$ cat config.mk
export PLATFORM = sky130hd
export DESIGN_NAME = aer_out_encoder
export DESIGN_NICKNAME = d
export VERILOG_FILES = /design/src/rtl/aer_out_encoder.sv
export SDC_FILE = /design/constraint.sdc
export NUM_CORES = 1
export LEC_CHECK = 0
export ABC_AREA = 1
export CAP_MARGIN = 25
export CORE_MARGIN = 1
export CORE_UTILIZATION = 51
export CTS_CLUSTER_SIZE = 28
export DETAILED_ROUTE_END_ITERATION = 12
export PLACE_DENSITY = 0.77
export REMOVE_ABC_BUFFERS = 1
export SLEW_MARGIN = 20
export SYNTH_ARGS = -nofsm -noshare
export SYNTH_HDL_FRONTEND = slang
export SYNTH_SLANG_ARGS = --single-unit
$ cat constraint.sdc
create_clock -name CLK -period 3.2 [get_ports CLK]
set_clock_uncertainty 0.1 [all_clocks]
set_input_delay 0.8 -clock CLK [delete_from_list [all_inputs] [get_ports CLK]]
set_output_delay 0.8 -clock CLK [all_outputs]
set_load 0.02 [all_outputs]
$ cat src/rtl/aer_out_encoder.sv
// AER transmit encoder: spike vectors and time-step markers are queued in a FIFO,
// then serialised one address at a time over a 4-phase REQ/ACK bus.
module aer_out_encoder #(
    parameter int POST_NEUR_PARALLEL   = 4,
    parameter int POST_NEUR_ADDR_WIDTH = 10,
    parameter int AER_WIDTH            = 12,
    parameter int FIFO_DEPTH           = 8
) (
    input  logic                            CLK,
    input  logic                            RST,
    input  logic [POST_NEUR_PARALLEL-1:0]   NEUR_EVENT_OUT,
    input  logic                            NEUR_EVENT_VALID,
    input  logic [POST_NEUR_ADDR_WIDTH-1:0] NEUR_GROUP_ADDR,
    input  logic                            TSTEP_MARK,
    output logic [AER_WIDTH-1:0]            AEROUT_ADDR,
    output logic                            AEROUT_REQ,
    input  logic                            AEROUT_ACK,
    output logic                            FIFO_FULL,
    output logic                            BUSY,
    output logic                            OVERFLOW
);

    localparam int PTR_W   = $clog2(FIFO_DEPTH);
    localparam int IDX_W   = (POST_NEUR_PARALLEL > 1) ? $clog2(POST_NEUR_PARALLEL) : 1;
    localparam int ENTRY_W = 1 + POST_NEUR_ADDR_WIDTH + POST_NEUR_PARALLEL;

    localparam logic [1:0] ST_IDLE    = 2'd0;
    localparam logic [1:0] ST_LOAD    = 2'd1;
    localparam logic [1:0] ST_WAIT_HI = 2'd2;
    localparam logic [1:0] ST_WAIT_LO = 2'd3;

    // Input capture stage; zero vectors are filtered here so they never occupy a slot.
    logic                            r_in_valid;
    logic [POST_NEUR_ADDR_WIDTH-1:0] r_in_group;
    logic [POST_NEUR_PARALLEL-1:0]   r_in_vec;
    logic                            r_mark_pend;
    logic                            r_overflow;

    logic [ENTRY_W-1:0] r_mem [FIFO_DEPTH];
    logic [PTR_W:0]     r_wr_ptr;
    logic [PTR_W:0]     r_rd_ptr;

    logic                            r_ack_meta;
    logic                            r_ack_s;
    logic [1:0]                      r_state;
    logic                            r_mark;
    logic [POST_NEUR_ADDR_WIDTH-1:0] r_group;
    logic [POST_NEUR_PARALLEL-1:0]   r_vec;
    logic [IDX_W-1:0]                r_bit;
    logic [AER_WIDTH-1:0]            r_addr;
    logic                            r_req;

    logic                            w_full;
    logic                            w_empty;
    logic                            w_spike_push;
    logic                            w_mark_push;
    logic                            w_wr_en;
    logic [ENTRY_W-1:0]              w_wr_data;
    logic [ENTRY_W-1:0]              w_rd_data;
    logic                            w_rd_mark;
    logic [POST_NEUR_ADDR_WIDTH-1:0] w_rd_group;
    logic [POST_NEUR_PARALLEL-1:0]   w_rd_vec;
    logic                            w_pop;
    logic [IDX_W-1:0]                w_low_idx;

    assign w_empty = (r_wr_ptr == r_rd_ptr);
    assign w_full  = (r_wr_ptr[PTR_W] != r_rd_ptr[PTR_W]) &&
                     (r_wr_ptr[PTR_W-1:0] == r_rd_ptr[PTR_W-1:0]);

    // Spikes have priority over a pending marker, which keeps same-cycle spikes ahead of it.
    assign w_spike_push = r_in_valid;
    assign w_mark_push  = r_mark_pend & ~w_spike_push & ~w_full;
    assign w_wr_en      = (w_spike_push & ~w_full) | w_mark_push;
    assign w_wr_data    = w_spike_push ? {1'b0, r_in_group, r_in_vec}
                                       : {1'b1, {(ENTRY_W-1){1'b0}}};

    assign w_rd_data  = r_mem[r_rd_ptr[PTR_W-1:0]];
    assign w_rd_mark  = w_rd_data[ENTRY_W-1];
    assign w_rd_group = w_rd_data[POST_NEUR_PARALLEL +: POST_NEUR_ADDR_WIDTH];
    assign w_rd_vec   = w_rd_data[POST_NEUR_PARALLEL-1:0];

    assign w_pop = ~w_empty &&
                   ((r_state == ST_IDLE) ||
                    ((r_state == ST_WAIT_LO) && ~r_ack_s && (r_vec == '0)));

    always_comb begin
        w_low_idx = '0;
        for (int unsigned i = POST_NEUR_PARALLEL; i > 0; i--) begin
            if (r_vec[i-1]) begin
                w_low_idx = IDX_W'(i - 1);
            end
        end
    end

    always_ff @(posedge CLK) begin
        if (RST) begin
            r_in_valid  <= 1'b0;
            r_in_group  <= '0;
            r_in_vec    <= '0;
            r_mark_pend <= 1'b0;
            r_overflow  <= 1'b0;
            r_wr_ptr    <= '0;
            r_rd_ptr    <= '0;
            r_ack_meta  <= 1'b0;
            r_ack_s     <= 1'b0;
        end else begin
            r_in_valid  <= NEUR_EVENT_VALID & (|NEUR_EVENT_OUT);
            r_in_group  <= NEUR_GROUP_ADDR;
            r_in_vec    <= NEUR_EVENT_OUT;
            r_mark_pend <= (r_mark_pend & ~w_mark_push) | TSTEP_MARK;
            if (w_spike_push && w_full) begin
                r_overflow <= 1'b1;
            end
            if (w_wr_en) begin
                r_wr_ptr <= r_wr_ptr + (PTR_W+1)'(1);
            end
            if (w_pop) begin
                r_rd_ptr <= r_rd_ptr + (PTR_W+1)'(1);
            end
            r_ack_meta <= AEROUT_ACK;
            r_ack_s    <= r_ack_meta;
        end
    end

    always_ff @(posedge CLK) begin
        if (w_wr_en) begin
            r_mem[r_wr_ptr[PTR_W-1:0]] <= w_wr_data;
        end
    end

    always_ff @(posedge CLK) begin
        if (RST) begin
            r_state <= ST_IDLE;
            r_mark  <= 1'b0;
            r_group <= '0;
            r_vec   <= '0;
            r_bit   <= '0;
            r_addr  <= '0;
            r_req   <= 1'b0;
        end else begin
            case (r_state)
                ST_IDLE: begin
                    if (w_pop) begin
                        r_mark  <= w_rd_mark;
                        r_group <= w_rd_group;
                        r_vec   <= w_rd_vec;
                        r_state <= ST_LOAD;
                    end
                end
                ST_LOAD: begin
                    r_req <= 1'b1;
                    r_bit <= w_low_idx;
                    if (r_mark) begin
                        r_addr <= {2'b10, {POST_NEUR_ADDR_WIDTH{1'b0}}};
                    end else begin
                        r_addr <= {2'b00, r_group + POST_NEUR_ADDR_WIDTH'(w_low_idx)};
                    end
                    r_state <= ST_WAIT_HI;
                end
                ST_WAIT_HI: begin
                    if (r_ack_s) begin
                        r_req <= 1'b0;
                        if (r_mark) begin
                            r_mark <= 1'b0;
                        end else begin
                            r_vec[r_bit] <= 1'b0;
                        end
                        r_state <= ST_WAIT_LO;
                    end
                end
                ST_WAIT_LO: begin
                    if (!r_ack_s) begin
                        if (r_vec != '0) begin
                            r_state <= ST_LOAD;
                        end else if (w_pop) begin
                            r_mark  <= w_rd_mark;
                            r_group <= w_rd_group;
                            r_vec   <= w_rd_vec;
                            r_state <= ST_LOAD;
                        end else begin
                            r_state <= ST_IDLE;
                        end
                    end
                end
                default: r_state <= ST_IDLE;
            endcase
        end
    end

    assign AEROUT_ADDR = r_addr;
    assign AEROUT_REQ  = r_req;
    assign FIFO_FULL   = w_full;
    assign OVERFLOW    = r_overflow;
    assign BUSY        = ~w_empty | (r_state != ST_IDLE) | r_mark_pend;

endmodule

## Yosys cells after proc, flatten, opt, wreduce, memory -nomap -nowiden

Memories as Yosys holds them, arrays and structs flattened. A register that Yosys moved wholly into a read port is not among the register bits.
Cells that the tools add are included.

- Bitwise operators: 16
- Magnitude comparators: 2
- Reductions and logical operators: 20
- Equality and inequality tests: 11
- Multiplexer cells: 34
- Add/subtract/negate cells: 3

Operators by type and width:

| cell | count |
|---|---|
| $mux W10 | 3 |
| $mux W4 | 5 |
| $pmux W10 S2 | 1 |
| $mux W15 | 1 |
| $mux W2 | 7 |
| $mux W12 | 1 |
| $pmux W4 S3 | 1 |
| $add A10 B2 Y10 | 1 |
| $ne A2 B2 Y1 const B | 5 |
| $mux W1 | 9 |
| $add A4 B1 Y4 const B | 2 |
| $pmux W2 S4 | 1 |
| $logic_and A1 B1 Y1 | 6 |
| $mux W3 | 2 |
| $reduce_and A3 Y1 | 2 |
| $reduce_bool A2 Y1 | 3 |
| $and A1 B1 Y1 | 5 |
| $not A1 Y1 | 5 |
| $reduce_and A5 Y1 | 1 |
| $and A4 B4 Y4 | 1 |
| $eq A2 B2 Y1 const B | 2 |
| $eq A4 B4 Y1 | 1 |
| $logic_not A4 Y1 | 1 |
| $not A4 Y4 | 1 |
| 16 further kinds | 19 |

- Bits in writable memories: 120
- Logic and storage cells: 103
- Flip-flop bits (word level): 59
- Bits of input ports: 19
- Output and inout bits: 16
- Memories: 1

Memory list:

| memory | depth | width | read ports | clocked after memory_dff | write ports | RTL line | text |
|---|---|---|---|---|---|---|---|
| r_mem | 8 | 15 | 1 | 1 | 1 | 39 | `logic [ENTRY_W-1:0] r_mem [FIFO_DEPTH];` |

## Longest topological paths before layout

- Depth after elaboration: 9
- Mapped depth: 15
- Mapped depth without buffers: 15

## Least setup slack after synthesis

No wires, ideal clock.

- Kind: register -> register
- Start: reg r_wr_ptr[2]
- End: mem r_mem[6][0] (netlist name) (enable)
- Cell stages (with the launch flop): 9
- Slack: 0.662 ns
- Arrival time: 2.032 ns
- Period minus slack after synthesis: 2.538 ns
- Library setup time: 0.406 ns
- Path through: dfxtp_1 > inv_2 > nand2_1 > nand2_1 > nand3b_4 > o21ai_2 > inv_2 > nand2_2 > nor3_1

- Word-level cells in the longest chain between the ends: 7

Ends and longest elaborated chain:

| item | RTL line | text |
|---|---|---|
| from (decl) | 40 | `logic [PTR_W:0] r_wr_ptr;` |
| from (signal assigned) | 115 | `r_wr_ptr <= r_wr_ptr + (PTR_W+1)'(1);` |
| $eq A3 B3 Y1 | 68 | `(r_wr_ptr[PTR_W-1:0] == r_rd_ptr[PTR_W-1:0]);` |
| $logic_and A1 B1 Y1 | 67 | `assign w_full = (r_wr_ptr[PTR_W] != r_rd_ptr[PTR_W]) &&` |
| $not A1 Y1 | 72, 73 |  |
| $and A1 B1 Y1, on equally long branches | 73, 72 |  |
| $or A1 B1 Y1 | 73 | `assign w_wr_en = (w_spike_push & ~w_full) \| w_mark_push;` |
| $mux W1 | 126 | `if (w_wr_en) begin` |
| $mux W1 (not written as such) | 127 | `r_mem[r_wr_ptr[PTR_W-1:0]] <= w_wr_data;` |
| to (decl) | 39 |  |

Parallel ways exist; a longest one is shown, timed or not.

## Worst setup path in the final report

- Start: reg r_rd_ptr[1]
- End: out FIFO_FULL

- Word-level cells in the longest chain between the ends: 2

Ends and longest elaborated chain:

| item | RTL line | text |
|---|---|---|
| from (decl) | 41 | `logic [PTR_W:0] r_rd_ptr;` |
| from (signal assigned) | 118 | `r_rd_ptr <= r_rd_ptr + (PTR_W+1)'(1);` |
| $eq A3 B3 Y1 | 68 |  |
| $logic_and A1 B1 Y1 | 67 |  |
| to (decl) | 18 | `output logic FIFO_FULL,` |

No other way between the ends.

==> out/results.ini <==
[clocking]
cts_resized=0
cts_buffers=17
clk_latency_ns=0.43
cts.path.max_buffers=2
cts_htree_levels=4
root_buffer=clkbuf_16
hold_buffers=0
cts_tree=built
cts_sinks=181
post_cts_buffers=0
path_clk_slew_ns=0.06

[cells_and_area]
fin_cells=945
n_antenna_cell=0
final_area_um2=8567
drive_gt1_share_pct=10.07
multi_input_area_um2=2150
num-fill-cells=1083
fin_nets=781
seqCellArea_um2=4825
final_core_util_pct=61.01
area_growth_pct=15.33

[yosys]
syn_area_um2=7428
synthCells=718
async_flop_share_pct=0
yosys_warnings=0
ys_seq_area_share_pct=64.95
ys_top_cells_by_area=edfxtp_1, dfxtp_1, nor2_1
yosysTopAreaCellShare_pct=48.51
yosys.area.top_type=edfxtp_1
synth_cell_types=41
synth-seq-cells=181
synth_edf_count=120
syn_area_per_cell_um2=10.35
synth_most_common_cell=edfxtp_1
synthTopCellsByCount=edfxtp_1, nor2_1, nand2_1
synth_ff_type=edfxtp_1

[setup_path]
worstSetupPathType=reg -> out
crit_chain=inv_2 > nand2_1 > nand2_2 > nor2_8 > nand3b_4 > inv_1 > clkdlybuf4s50_1
critPathMaxStageDelay_ns=0.60
crit_arrival_ns=2.08
crit_required_ns=2.30
slowest_stage=clkdlybuf4s50_1
crit_path_start_kind=flip-flop
endpoint_kind=output pin
crit_fanout=5

[routing]
drt_pass1_iterations=5
drt_iter0_drc=520
ant_nets=0
drc=0
routed_wl_mm=15.66
vias=5239
drt-wirelength-per-cell_um=16.57
vias_per_cell=5.544

[floorplanning]
die_w_um=122.7
core-area_um2=14040
row_count=43
dieArea_um2=15050
die_h_um=122.7
start_util_pct=52.90
io_pins=35

[grt]
grt_pass1_vias=5015
antenna_found_initial=0
grt.total_usage_pct=22.29
grt_pass1_wl_mm=24.70
overflow=0
grt_max_degree=41

[power_and_ir_drop]
finalPower_mw=7.178
p_per_area_nw_per_um2=837.9
power_leakage_nw=3.317
ir_drop_mv=0.4927

[placement]
io_buffers=33
placed_cells=913
postPlaceCellArea_um2=7945
globalplace.congestion=0.8302
dp_hpwl_mm=9.544

[worst_hold_path]
hold_class=reg -> reg

[sta]
period_share_pct=93.06
hold_violations=0
tightest_slew_ns=0.8516
rsz0062_at_grt=no
slew_violations=0
slew_headroom_pct=43.16
fin_setup_tns_ns=0
final-setup-viol-count=0
period_needed_ns=2.978
max_freq_mhz=335.8

[job]
maxCapViolCount=0

[run_status]
status=finished, final reports clean

==> worst max-delay path: cells and delay by family, from the launching register on <==
family                 cells  cell delay [ns]
and+or+nand+nor            4             0.45
buffers and inverters      3             0.74
DFF                        1             0.46
==> cell families (layout without fill, tap and decap cells) <==
family | Yosys count | count (layout) | synth area share [%]
AO/OA/AOI/OAI | 169 | 169 | 12.82
other | 1 | 1 | 0.05048
adder cells (fa/ha/maj) | 10 | 10 | 1.785
AND/OR/NAND/NOR | 245 | 245 | 14.22
buffers and inverters | 112 | 159 | 6.181
flip-flops | 181 | 181 | 64.95
==> state kept, by name, summed over array words and instances (netlist names), 2 cells and up, named ones only <==
| name | flops |
|---|---|
| r_mem | 120 |
| AEROUT_ADDR | 11 |
| r_group | 10 |
| r_in_group | 10 |
| r_in_vec | 4 |
| r_rd_ptr | 4 |
| r_vec | 4 |
| r_wr_ptr | 4 |
| r_bit | 2 |
| r_state | 2 |
==> per-layer routing <==
| metal | routed length (µm) | vias to the layer above | GRT usage (%) |
|---|---|---|---|
| met2 | 7558 | 218 | 35.57 |
| li1 | - | 2520 | - |
| met5 | 0 | - | 0 |
| met1 | 6612 | 2469 | 29.55 |
| met3 | 1139 | 32 | 4.136 |
| met4 | 348 | 0 | 10.21 |
==> metrics by stage <==
stage,worst slack [ns],hold WS (ns)
after floorplan,0.2865,0.2883
after global placement,0.7769,0.3002
after detailed placement,0.7389,0.2976
after CTS,0.2161,0.3118
after global routing,0.1380,0.3309
final,0.2221,0.3096
==> worst paths after layout <==
path,from,to,slack (ns),cells past startpoint
max reg2reg,r_vec[1]$_SDFFE_PP0P_,AEROUT_ADDR[8]$_SDFFE_PP0P_,0.85,14
min reg2reg,r_ack_meta$_SDFF_PP0_,r_ack_s$_SDFF_PP0_,0.31,2
min,r_ack_meta$_SDFF_PP0_,r_ack_s$_SDFF_PP0_,0.31,2
max,r_rd_ptr[1]$_SDFFE_PP0P_,FIFO_FULL,0.22,7
==> layout make-up <==
class                      instances  share of cell area [%]
sequential                       181                   56.32
timing repair buffer              49                   5.258
clock inverter                    14                   2.132
inverter                          78                   3.447
multi-input combinational        425                   25.09
clock buffer                      18                   5.126
tap                              180                   2.629
==> cell usage in the layout, fill, tap and decap left out, drive strengths merged <==
cell,instances
a211oi,1
a21o,1
a21oi,35
a22oi,1
a2bb2oi,1
a41oi,1
buf,16
bufinv,4
clkbuf,18
clkdlybuf4s50,33
clkinv,4
clkinvlp,5
conb,1
dfxtp,61
edfxtp,120
fa,1
ha,9
inv,79
nand2,91
nand3,21
nand3b,2
nand4,3
nor2,121
nor3,7
o211a,1
o211ai,13
o21a,1
o21ai,93
o221ai,7
o22ai,14
==> where the power goes <==
part | switching [mW] | internal [mW] | leakage [nW]
logic | 1.43 | 0.720 | 1.38
registers | 0.167 | 2.71 | 1.65
clock network | 0.836 | 1.32 | 0.290
Note: power is estimated with default switching activity, not from simulation.
